<file path="config.mk">
export PLATFORM = sky130hd
export DESIGN_NAME = tcdm_rr_arbiter
export DESIGN_NICKNAME = d
export VERILOG_FILES = /design/src/rtl/tcdm_arb_pkg.sv /design/src/rtl/tcdm_arb_id_fifo.sv /design/src/rtl/tcdm_rr_arbiter.sv
export SDC_FILE = /design/constraint.sdc
export NUM_CORES = 1
export LEC_CHECK = 0
export BUFFER_PORTS_ARGS = -buffer_cell sky130_fd_sc_hd__buf_2
export CAP_MARGIN = 20
export CORE_AREA = 2 2 136 138
export DETAILED_ROUTE_END_ITERATION = 8
export DIE_AREA = 0 0 138 140
export PLACE_DENSITY = 0.46
export SLEW_MARGIN = 20
export SYNTH_ARGS = -nofsm -noshare
export SYNTH_HDL_FRONTEND = slang
export SYNTH_SLANG_ARGS = --single-unit
</file>
<file path="constraint.sdc">
create_clock -name clk -period 2.4 [get_ports clk]
set_clock_uncertainty 0.1 [all_clocks]
set_input_delay 0.24 -clock clk [delete_from_list [all_inputs] [get_ports clk]]
set_output_delay 0.24 -clock clk [all_outputs]
set_load 0.005 [all_outputs]
</file>
<file path="src/rtl/tcdm_arb_pkg.sv">
// Shared defaults and ID typing for the TCDM round-robin arbiter.
// Pure declarations: no logic, no latency.
// No flow control here; consumers size their ports from these values.
package tcdm_arb_pkg;

    localparam int NB_REQ_DEFAULT          = 3;
    localparam int MAX_OUTSTANDING_DEFAULT = 2;

    // A single requester still needs a 1-bit ID so the FIFO has something to store.
    function automatic int id_width(input int n);
        return (n > 1) ? $clog2(n) : 1;
    endfunction

    localparam int REQ_ID_W = (NB_REQ_DEFAULT > 1) ? $clog2(NB_REQ_DEFAULT) : 1;

    typedef logic [REQ_ID_W-1:0] req_id_t;

endpackage

</file>
<file path="src/rtl/tcdm_arb_id_fifo.sv">
// In-order FIFO of granted requester IDs, used to route responses back.
// Latency: rdata shows the head combinationally; push visible at head next cycle.
// Backpressure: push ignored when full, pop ignored when empty; push+pop keeps occupancy.
module tcdm_arb_id_fifo #(
    parameter int DEPTH = 2,
    parameter int WIDTH = 2
) (
    input  logic             clk,
    input  logic             rst,
    input  logic             push,
    input  logic             pop,
    input  logic [WIDTH-1:0] wdata,
    output logic [WIDTH-1:0] rdata,
    output logic             full,
    output logic             empty
);

    localparam int PW = (DEPTH > 1) ? $clog2(DEPTH) : 1;
    localparam int CW = $clog2(DEPTH + 1);

    logic [WIDTH-1:0] mem_q [DEPTH];
    logic [PW-1:0]    wr_ptr_q;
    logic [PW-1:0]    rd_ptr_q;
    logic [CW-1:0]    count_q;
    logic             do_push;
    logic             do_pop;

    function automatic logic [PW-1:0] ptr_inc(input logic [PW-1:0] p);
        return (p == PW'(DEPTH - 1)) ? '0 : p + PW'(1);
    endfunction

    assign full    = (count_q == CW'(DEPTH));
    assign empty   = (count_q == '0);
    assign do_push = push & ~full;
    assign do_pop  = pop & ~empty;
    assign rdata   = mem_q[rd_ptr_q];

    always_ff @(posedge clk) begin
        if (rst) begin
            wr_ptr_q <= '0;
            rd_ptr_q <= '0;
            count_q  <= '0;
        end else begin
            if (do_push) wr_ptr_q <= ptr_inc(wr_ptr_q);
            if (do_pop)  rd_ptr_q <= ptr_inc(rd_ptr_q);
            case ({do_push, do_pop})
                2'b10:   count_q <= count_q + CW'(1);
                2'b01:   count_q <= count_q - CW'(1);
                default: count_q <= count_q;
            endcase
        end
    end

    always_ff @(posedge clk) begin
        if (do_push) mem_q[wr_ptr_q] <= wdata;
    end

endmodule

</file>
<file path="src/rtl/tcdm_rr_arbiter.sv">
// Round-robin arbiter of NB_REQ TCDM masters onto one memory port, responses routed in order.
// Latency: grant and response routing are combinational (zero added cycles).
// Backpressure: mem_gnt_i stalls with the selection locked; mem_req_o drops at MAX_OUTSTANDING.
module tcdm_rr_arbiter
    import tcdm_arb_pkg::*;
#(
    parameter int NB_REQ          = NB_REQ_DEFAULT,
    parameter int ADDR_WIDTH      = 32,
    parameter int DATA_WIDTH      = 32,
    parameter int MAX_OUTSTANDING = MAX_OUTSTANDING_DEFAULT
) (
    input  logic                                    clk,
    input  logic                                    rst,
    input  logic [NB_REQ-1:0]                       req_i,
    input  logic [NB_REQ-1:0][ADDR_WIDTH-1:0]       addr_i,
    input  logic [NB_REQ-1:0]                       we_i,
    input  logic [NB_REQ-1:0][DATA_WIDTH/8-1:0]     be_i,
    input  logic [NB_REQ-1:0][DATA_WIDTH-1:0]       wdata_i,
    output logic [NB_REQ-1:0]                       gnt_o,
    output logic [NB_REQ-1:0]                       rvalid_o,
    output logic [DATA_WIDTH-1:0]                   rdata_o,
    output logic                                    mem_req_o,
    output logic [ADDR_WIDTH-1:0]                   mem_addr_o,
    output logic                                    mem_we_o,
    output logic [DATA_WIDTH/8-1:0]                 mem_be_o,
    output logic [DATA_WIDTH-1:0]                   mem_wdata_o,
    input  logic                                    mem_gnt_i,
    input  logic                                    mem_rvalid_i,
    input  logic [DATA_WIDTH-1:0]                   mem_rdata_i,
    output logic                                    err_o
);

    localparam int              IDW      = id_width(NB_REQ);
    localparam logic [IDW-1:0]  LAST_RST = IDW'(NB_REQ - 1);

    logic [IDW-1:0] last_q;
    logic [IDW-1:0] lock_sel_q;
    logic           lock_q;
    logic           err_q;
    logic [IDW-1:0] rr_sel;
    logic [IDW-1:0] sel;
    logic [IDW-1:0] head_id;
    logic           lock_hold;
    logic           handshake;
    logic           fifo_full;
    logic           fifo_empty;
    logic           resp_ok;

    // Scan offsets from farthest to nearest so the nearest requester after last_q wins.
    always_comb begin
        int sum;
        rr_sel = '0;
        for (int k = NB_REQ; k >= 1; k--) begin
            sum = int'(last_q) + k;
            if (sum >= NB_REQ) sum = sum - NB_REQ;
            if (req_i[sum[IDW-1:0]]) rr_sel = sum[IDW-1:0];
        end
    end

    assign lock_hold = lock_q & req_i[lock_sel_q];
    assign sel       = lock_hold ? lock_sel_q : rr_sel;

    assign mem_req_o   = (|req_i) & ~fifo_full;
    assign handshake   = mem_req_o & mem_gnt_i;
    assign mem_addr_o  = addr_i[sel];
    assign mem_we_o    = we_i[sel];
    assign mem_be_o    = be_i[sel];
    assign mem_wdata_o = wdata_i[sel];

    assign resp_ok = mem_rvalid_i & ~fifo_empty;
    assign rdata_o = mem_rdata_i;
    assign err_o   = err_q;

    always_comb begin
        gnt_o           = '0;
        gnt_o[sel]      = handshake;
        rvalid_o        = '0;
        rvalid_o[head_id] = resp_ok;
    end

    always_ff @(posedge clk) begin
        if (rst) begin
            last_q     <= LAST_RST;
            lock_q     <= 1'b0;
            lock_sel_q <= '0;
            err_q      <= 1'b0;
        end else begin
            if (handshake) begin
                last_q <= sel;
                lock_q <= 1'b0;
            end else if (mem_req_o) begin
                lock_q     <= 1'b1;
                lock_sel_q <= sel;
            end else begin
                lock_q <= 1'b0;
            end
            if (mem_rvalid_i & fifo_empty) err_q <= 1'b1;
        end
    end

    tcdm_arb_id_fifo #(
        .DEPTH (MAX_OUTSTANDING),
        .WIDTH (IDW)
    ) u_id_fifo (
        .clk   (clk),
        .rst   (rst),
        .push  (handshake),
        .pop   (mem_rvalid_i),
        .wdata (sel),
        .rdata (head_id),
        .full  (fifo_full),
        .empty (fifo_empty)
    );

endmodule

</file>
# After elaboration in Yosys (flattened, before gate mapping)
# Memory sizes are Yosys's and may differ from the RTL's. A register that Yosys moved wholly into a read port is not among the register bits.
# Index checks and enable logic that the tools add are counted.
[word_totals] output_inout_bits=109 ram_bits=4 inputBits=246 reg_bits=10 wordCells=85 latchBits=0 n_memories=1 romBits=0
[mem_list] name="u_id_fifo.mem_q" depth=2 word_bits=2 read_ports=1 rd_clocked_by_memory_dff=1 write_ports=1 line_no="tcdm_arb_id_fifo.sv:21" source="logic [WIDTH-1:0] mem_q [DEPTH];"
[classes] n_bitwise=11 n_addsub=10 shift=0 div_mod_pow=0 muxes=35 reduce_logical=7 n_eq_ne=3 mul=0 n_lt_le_gt_ge=11
[ops] operator="binary-select mux 32 bit (select 2 bit)" n=2
[ops] operator="2-to-1 mux 32 bit" n=2
[ops] operator="less-than comparator 2 x 3 -> 1 bit, second input constant" n=6
[ops] operator="2-to-1 mux 1 bit" n=14
[ops] operator="2-to-1 mux 2 bit" n=7
[ops] operator="binary-select mux 1 bit (select 2 bit)" n=5
[ops] operator=">= comparator 3 x 2 -> 1 bit, second input constant" n=3
[ops] operator="binary-select mux 4 bit (select 2 bit)" n=1
[ops] operator="adder 2 x 2 -> 3 bit, second input constant" n=2
[ops] operator="AND 1 bit" n=6
[ops] operator="AND 3 bit" n=2
[ops] operator="subtractor 2 bit, second input constant" n=3
[ops] operator="demux 1 bit (select 2 bit)" n=2
[ops] operator="equality test 2 bit, second input constant" n=2
[ops] operator=">= comparator 2 x 1 -> 1 bit, second input constant" n=2
[ops] operator="2-to-1 mux 4 bit" n=1
[ops] operator="one-hot mux 2 bit (2 select lines)" n=1
[ops] operator="adder 2 x 1 -> 3 bit, second input constant" n=1
[ops] operator="NOT 1 bit" n=3
[ops] operator="OR reduction 3 bit" n=1
[ops] operator="adder 1 bit, second input constant" n=2
[ops] operator="adder 2 x 1 -> 2 bit, second input constant" n=1
[ops] operator="equality test 2 x 1 -> 1 bit, second input constant" n=1
[ops] operator="logical AND 1 bit" n=2
[ops] operator="5 further kinds" n=5

# Longest topological paths before layout
[depth] ltp_word=14 depth_mapped=9 ltp_nobuf=8

# Modules after synthesis
# A second synthesis with hierarchy kept.
[unflattened] cells_unflattened=292 area_unflattened_um2=2336.0
[modules_own_cells] mod="tcdm_rr_arbiter" area_each_um2=1969.4 seq_area_each_um2=120.1 cells_per_inst=260 n_inst=1
[modules_own_cells] mod="tcdm_arb_id_fifo" area_each_um2=366.6 seq_area_each_um2=220.2 cells_per_inst=32 n_inst=1

# Least setup slack after synthesis
# Ideal clock, no wire load.
[synth_path] path_kind="reg-to-output" start="reg last_q[0]" end="out mem_addr_o[26]" n_path_buf=2 required_ns=2.060 path_stages_with_launch=10 arrival_ns=2.200 setup_slack_ns=-0.140 path_cell_list="dfxtp_1 > inv_1 > ha_1 > inv_2 > o32a_1 > a41o_1 > or2_1 > buf_6 > buf_6 > a221o_1"
[synth_between] elab_chain_len=11 elab_cells_between_ends=24 cone_classes="add/sub: 6; order compare: 3; mux: 15"
[synth_lines] element="start, declared" line_no="tcdm_rr_arbiter.sv:36" source="logic [IDW-1:0] last_q;"
[synth_lines] element="start signal, assigned" line_no="tcdm_rr_arbiter.sv:89" source="last_q <= sel;"
[synth_lines] element="adder 2 x 2 -> 3 bit" line_no="tcdm_rr_arbiter.sv:54" source="sum = int'(last_q) + k;"
[synth_lines] element=">= comparator 3 x 2 -> 1 bit or subtractor 2 bit (tied branches)" line_no="tcdm_rr_arbiter.sv:55" source="if (sum >= NB_REQ) sum = sum - NB_REQ;"
[synth_lines] element="2-to-1 mux 2 bit" line_no="tcdm_rr_arbiter.sv:55"
[synth_lines] element="binary-select mux 1 bit (select 2 bit)" line_no="tcdm_rr_arbiter.sv:56" source="if (req_i[sum[IDW-1:0]]) rr_sel = sum[IDW-1:0];"
[synth_lines] element="2-to-1 mux 1 bit (not written as such)" line_no="tcdm_rr_arbiter.sv:56"
[synth_lines] element="2-to-1 mux 2 bit (2 in a row)" line_no="tcdm_rr_arbiter.sv:56"
[synth_lines] element="2-to-1 mux 2 bit *" line_no="tcdm_rr_arbiter.sv:56"
[synth_lines] element="2-to-1 mux 2 bit *" line_no="tcdm_rr_arbiter.sv:61" source="assign sel = lock_hold ? lock_sel_q : rr_sel;"
[synth_lines] element="named net sel[0]" line_no="tcdm_rr_arbiter.sv:41" source="logic [IDW-1:0] sel;"
[synth_lines] element="binary-select mux 32 bit (select 2 bit) *" line_no="tcdm_rr_arbiter.sv:65" source="assign mem_addr_o = addr_i[sel];"
[synth_lines] element="2-to-1 mux 32 bit (not written as such) *" line_no="tcdm_rr_arbiter.sv:65"
[synth_lines] element="end, declared" line_no="tcdm_rr_arbiter.sv:23" source="output logic [ADDR_WIDTH-1:0] mem_addr_o,"
# Mark *: on every way through the listed nets, which the timed path passes. The rest lies on a longest branch. The select of a mux whose other input is x is not followed.

# Worst setup path in the final report
[layout_path] start="reg last_q[0]" end="out mem_addr_o[22]"
[layout_between] elab_chain_len=11 elab_cells_between_ends=24 cone_classes="add/sub: 6; order compare: 3; mux: 15"
[layout_lines] element="adder 2 x 2 -> 3 bit" line_no="tcdm_rr_arbiter.sv:54"
[layout_lines] element=">= comparator 3 x 2 -> 1 bit or subtractor 2 bit (tied branches)" line_no="tcdm_rr_arbiter.sv:55"
[layout_lines] element="2-to-1 mux 2 bit" line_no="tcdm_rr_arbiter.sv:55"
[layout_lines] element="binary-select mux 1 bit (select 2 bit)" line_no="tcdm_rr_arbiter.sv:56"
[layout_lines] element="2-to-1 mux 1 bit (not written as such)" line_no="tcdm_rr_arbiter.sv:56"
[layout_lines] element="2-to-1 mux 2 bit (2 in a row)" line_no="tcdm_rr_arbiter.sv:56"
[layout_lines] element="2-to-1 mux 2 bit *" line_no="tcdm_rr_arbiter.sv:56"
[layout_lines] element="2-to-1 mux 2 bit *" line_no="tcdm_rr_arbiter.sv:61"
[layout_lines] element="binary-select mux 32 bit (select 2 bit) *" line_no="tcdm_rr_arbiter.sv:65"
[layout_lines] element="2-to-1 mux 32 bit (not written as such) *" line_no="tcdm_rr_arbiter.sv:65"
# Every way passes the cells marked *; elsewhere a longest branch is shown, timed or not. The select of a mux whose other input is x is not followed.

==> reports/qor.yml <==
run_status:
  outcome: "complete, but fails checks"
  violations: "setup timing"
global_route:
  antenna_found_initial: 4
  grt_pass1_vias: 3323
  grtUsageTotal_pct: 12.59
  grt_max_degree: 38
  grt_first_pass_wirelength_um: 19190
  overflow: 0
clock_tree:
  htreeDepth: 1
  ctsHoldBuffers: 0
  cts-root-buf: "clkbuf_16"
  cts_tree: "done"
  cts_num_sinks: 15
  clkSlewWorstSetupHoldPaths_ns: 0.05
  ctsLongestPathBuffers: 2
  cts_buffers: 3
  clock_latency_ns: 0.25
setup_path:
  critPathArrivalTime_ns: 2.49
  cp-end-kind: "output pin"
  path_max_fanout: 32
  reg2reg_slack_ns: 0.37
  startpoint_type: "register"
  required_ns: 2.06
  path_class: "register to output pin"
  reg2reg_to: "u_id_fifo.mem_q[1][0]"
  r2r_cells: 7
  worstReg2RegStart: "last_q[0]"
power_and_ir_drop:
  peakVddDrop_uv: 218.5
  power.share.clock_pct: 12.2
  p_int_mw: 1.627
  p_sw_mw: 1.083
  switching_share_pct: 39.97
  pwr-share-seq_pct: 14.0
  power.density_nw_per_um2: 641.5
  comb_power_share_pct: 73.9
  leakage_nw: 2.224
min_path:
  hold_path_startpoint: "mem_rvalid_i"
  min_to: "err_o"
  min_path_type: "input port to register"
  holdPathStages: 3
synthesis:
  synth_top_area_share_pct: 29.49
  synth_top_cells_by_count: "and2_1 (70), a221o_1 (69), buf_4 (32)"
  syn-num-nets: 539
  synth.avg_cell_area_um2: 8.105
  synth_edf_count: 4
  yosys_warnings: 0
  async_flop_share_pct: 0
  synth_area_um2: 2342
  synth_ff_type: "dfxtp_1"
  synth.area.top_cells: "a221o_1 (29%), and2_1 (19%), buf_4 (10%)"
  synth_top_area_cell: "a221o_1"
  ys_seq_elements: 15
  ys_seq_area_share_pct: 14.53
  synthDistinctLibCells: 37
  syn-instance-count: 289
  yosysMostFrequentCell: "and2_1"
routing:
  route.antenna.remaining_nets: 0
  drt_iter0_markers: 195
  drt-total-wl_um: 13440
  dr.pass1.iters: 4
  post-route-drc-count: 0
  wl_per_cell_um: 17.04
  via_per_inst: 4.202
  via_count: 3315
floorplan:
  die-height_um: 140
  rows: 49
  initial_utilization_pct: 13.17
  pin_count: 355
  dieArea_um2: 19320
  die_w_um: 138
  core_area_um2: 17780
timing:
  slew_headroom_pct: 78.61
  setup_tns_ns: -26.17
  fmax_mhz: 353.2
  setup_violations: 70
  rsz0062_at_grt: "true"
  fin_crit_sh_pct: 118.0
  timing.final.max_slew_violations: 0
  hold_violations: 0
  final.min_clock_period_ns: 2.831
  worstMarginPinSlew_ns: 0.3209
  fin_hold_ws_ns: 0.1351
  worst_slack_ns: -0.4315
placement:
  place_area_um2: 3949
  gp_congestion: 0.7744
  portBuffers: 290
  dp_cells: 776
  place_hpwl_um: 10700
cells_and_area:
  n_fill_cell: 1968
  final_layout_size_suffix_gt1_share_pct: 60.47
  final_area_um2: 4224
  syn2layout_area_growth_pct: 80.34
  layout.cells.non_filler: 789
  fin_nets: 810
  finish.utilization_pct: 23.76
flow_run:
  cap_violations: 0
-- layout by cell type (no fill, tap or decap), types with 3 or more instances in the layout --
| cell | count |
|---|---|
| inv_2 | 3 |
| clkbuf_16 | 5 |
| o21ai_0 | 4 |
| nor2_1 | 16 |
| buf_4 | 18 |
| a221o_1 | 69 |
| buf_12 | 6 |
| nor3_1 | 3 |
| nor2b_1 | 3 |
| buf_2 | 290 |
| a21oi_1 | 7 |
| dfxtp_1 | 9 |
| edfxtp_1 | 4 |
| and2_1 | 70 |
| inv_1 | 7 |
| ha_1 | 3 |
| nand2_1 | 4 |
| buf_6 | 4 |
-- metrics by stage --
| stage | power [mW] | setup WS [ns] |
|---|---|---|
| after detailed placement | 2.218 | -0.2395 |
| after CTS | 2.680 | -0.4321 |
| after global routing | 2.924 | -0.5049 |
| after global placement | 2.236 | -0.2191 |
| after floorplan | 1.402 | 0.03080 |
| final | 2.710 | -0.4315 |
-- logic make-up after synthesis --
kind of cell / count (synthesis) / synth area share [%]
xor gates and xnor gates: 4 / 1.496
adders and majority gates: 5 / 2.564
DFF: 15 / 14.53
AOI/OAI and AO/OA: 89 / 35.20
buffers and inverters: 66 / 18.43
and+or+nand+nor: 108 / 26.87
muxes: 2 / 0.9081
-- power by group through the flow --
stage                     Clock [mW]  Sequential (mW)  Combinational (mW)
after floorplan                    0            0.373                1.03
after global placement             0            0.384                1.85
after detailed placement           0            0.384                1.83
after CTS                      0.334            0.380                1.97
after global routing           0.340            0.388                2.20
final                          0.330            0.379                2.00
-- what timing repair did --
| action | in CTS | in global routing |
|---|---|---|
| buffers inserted | 2 | 1 |
| cloned | 2 | 3 |
| resized for setup | 13 | 1 |
| setup endpoints to repair | 72 | 72 |
| pin swaps | 3 | 1 |
-- per-layer routing --
layer  wire length [um]  part of all wire [%]  global-route usage, %
met1               6018                    45                  18.28
met2               5950                    44                  19.54
met3               1301                   9.7                  2.325
met4                160                   1.2                  2.363
met5                 13                 0.097                      0
-- worst max-delay path by stage --
stage                           end  cells past startpoint  slack [ns]  startpoint
CTS                   mem_addr_o[8]                     10       -0.43   last_q[0]
global route        mem_wdata_o[29]                     10       -0.50   last_q[0]
detailed placement   mem_addr_o[30]                     10       -0.24   last_q[1]
finish               mem_addr_o[22]                     10       -0.43   last_q[0]
floorplan            mem_addr_o[26]                      9        0.03   last_q[0]
global placement           mem_we_o                      9       -0.22   last_q[1]
-- cell type report --
cell class / instances / area (um^2) / area share [%]
antenna: 1 / 2.502 / 0.05924
clock buffer: 3 / 75.07 / 1.777
clock inverter: 1 / 5.005 / 0.1185
inverter: 10 / 37.54 / 0.8886
multi-input combinational: 208 / 1618 / 38.30
sequential: 15 / 342.8 / 8.116
tap: 229 / 286.5 / 6.783
timing repair buffer: 322 / 1857 / 43.96
-- worst max-delay path, stage by stage, from the launching register on --
cell     delay [ns]
dfxtp_2        0.34
inv_2          0.05
ha_4           0.26
inv_2          0.04
maj3_1         0.39
o31ai_4        0.24
buf_6          0.16
nor3_4         0.06
buf_12         0.16
a221o_1        0.36
buf_2          0.15
-- state kept, by name (all words and copies together) (netlist names), named ones only --
| name | cells |
|---|---|
| lock_q | 1 |
| err_o | 1 |
| u_id_fifo.wr_ptr_q | 1 |
| lock_sel_q | 2 |
| u_id_fifo.count_q | 2 |
| last_q | 2 |
| u_id_fifo.rd_ptr_q | 1 |
| u_id_fifo.mem_q | 4 |
(Power assumes the default switching activity.)
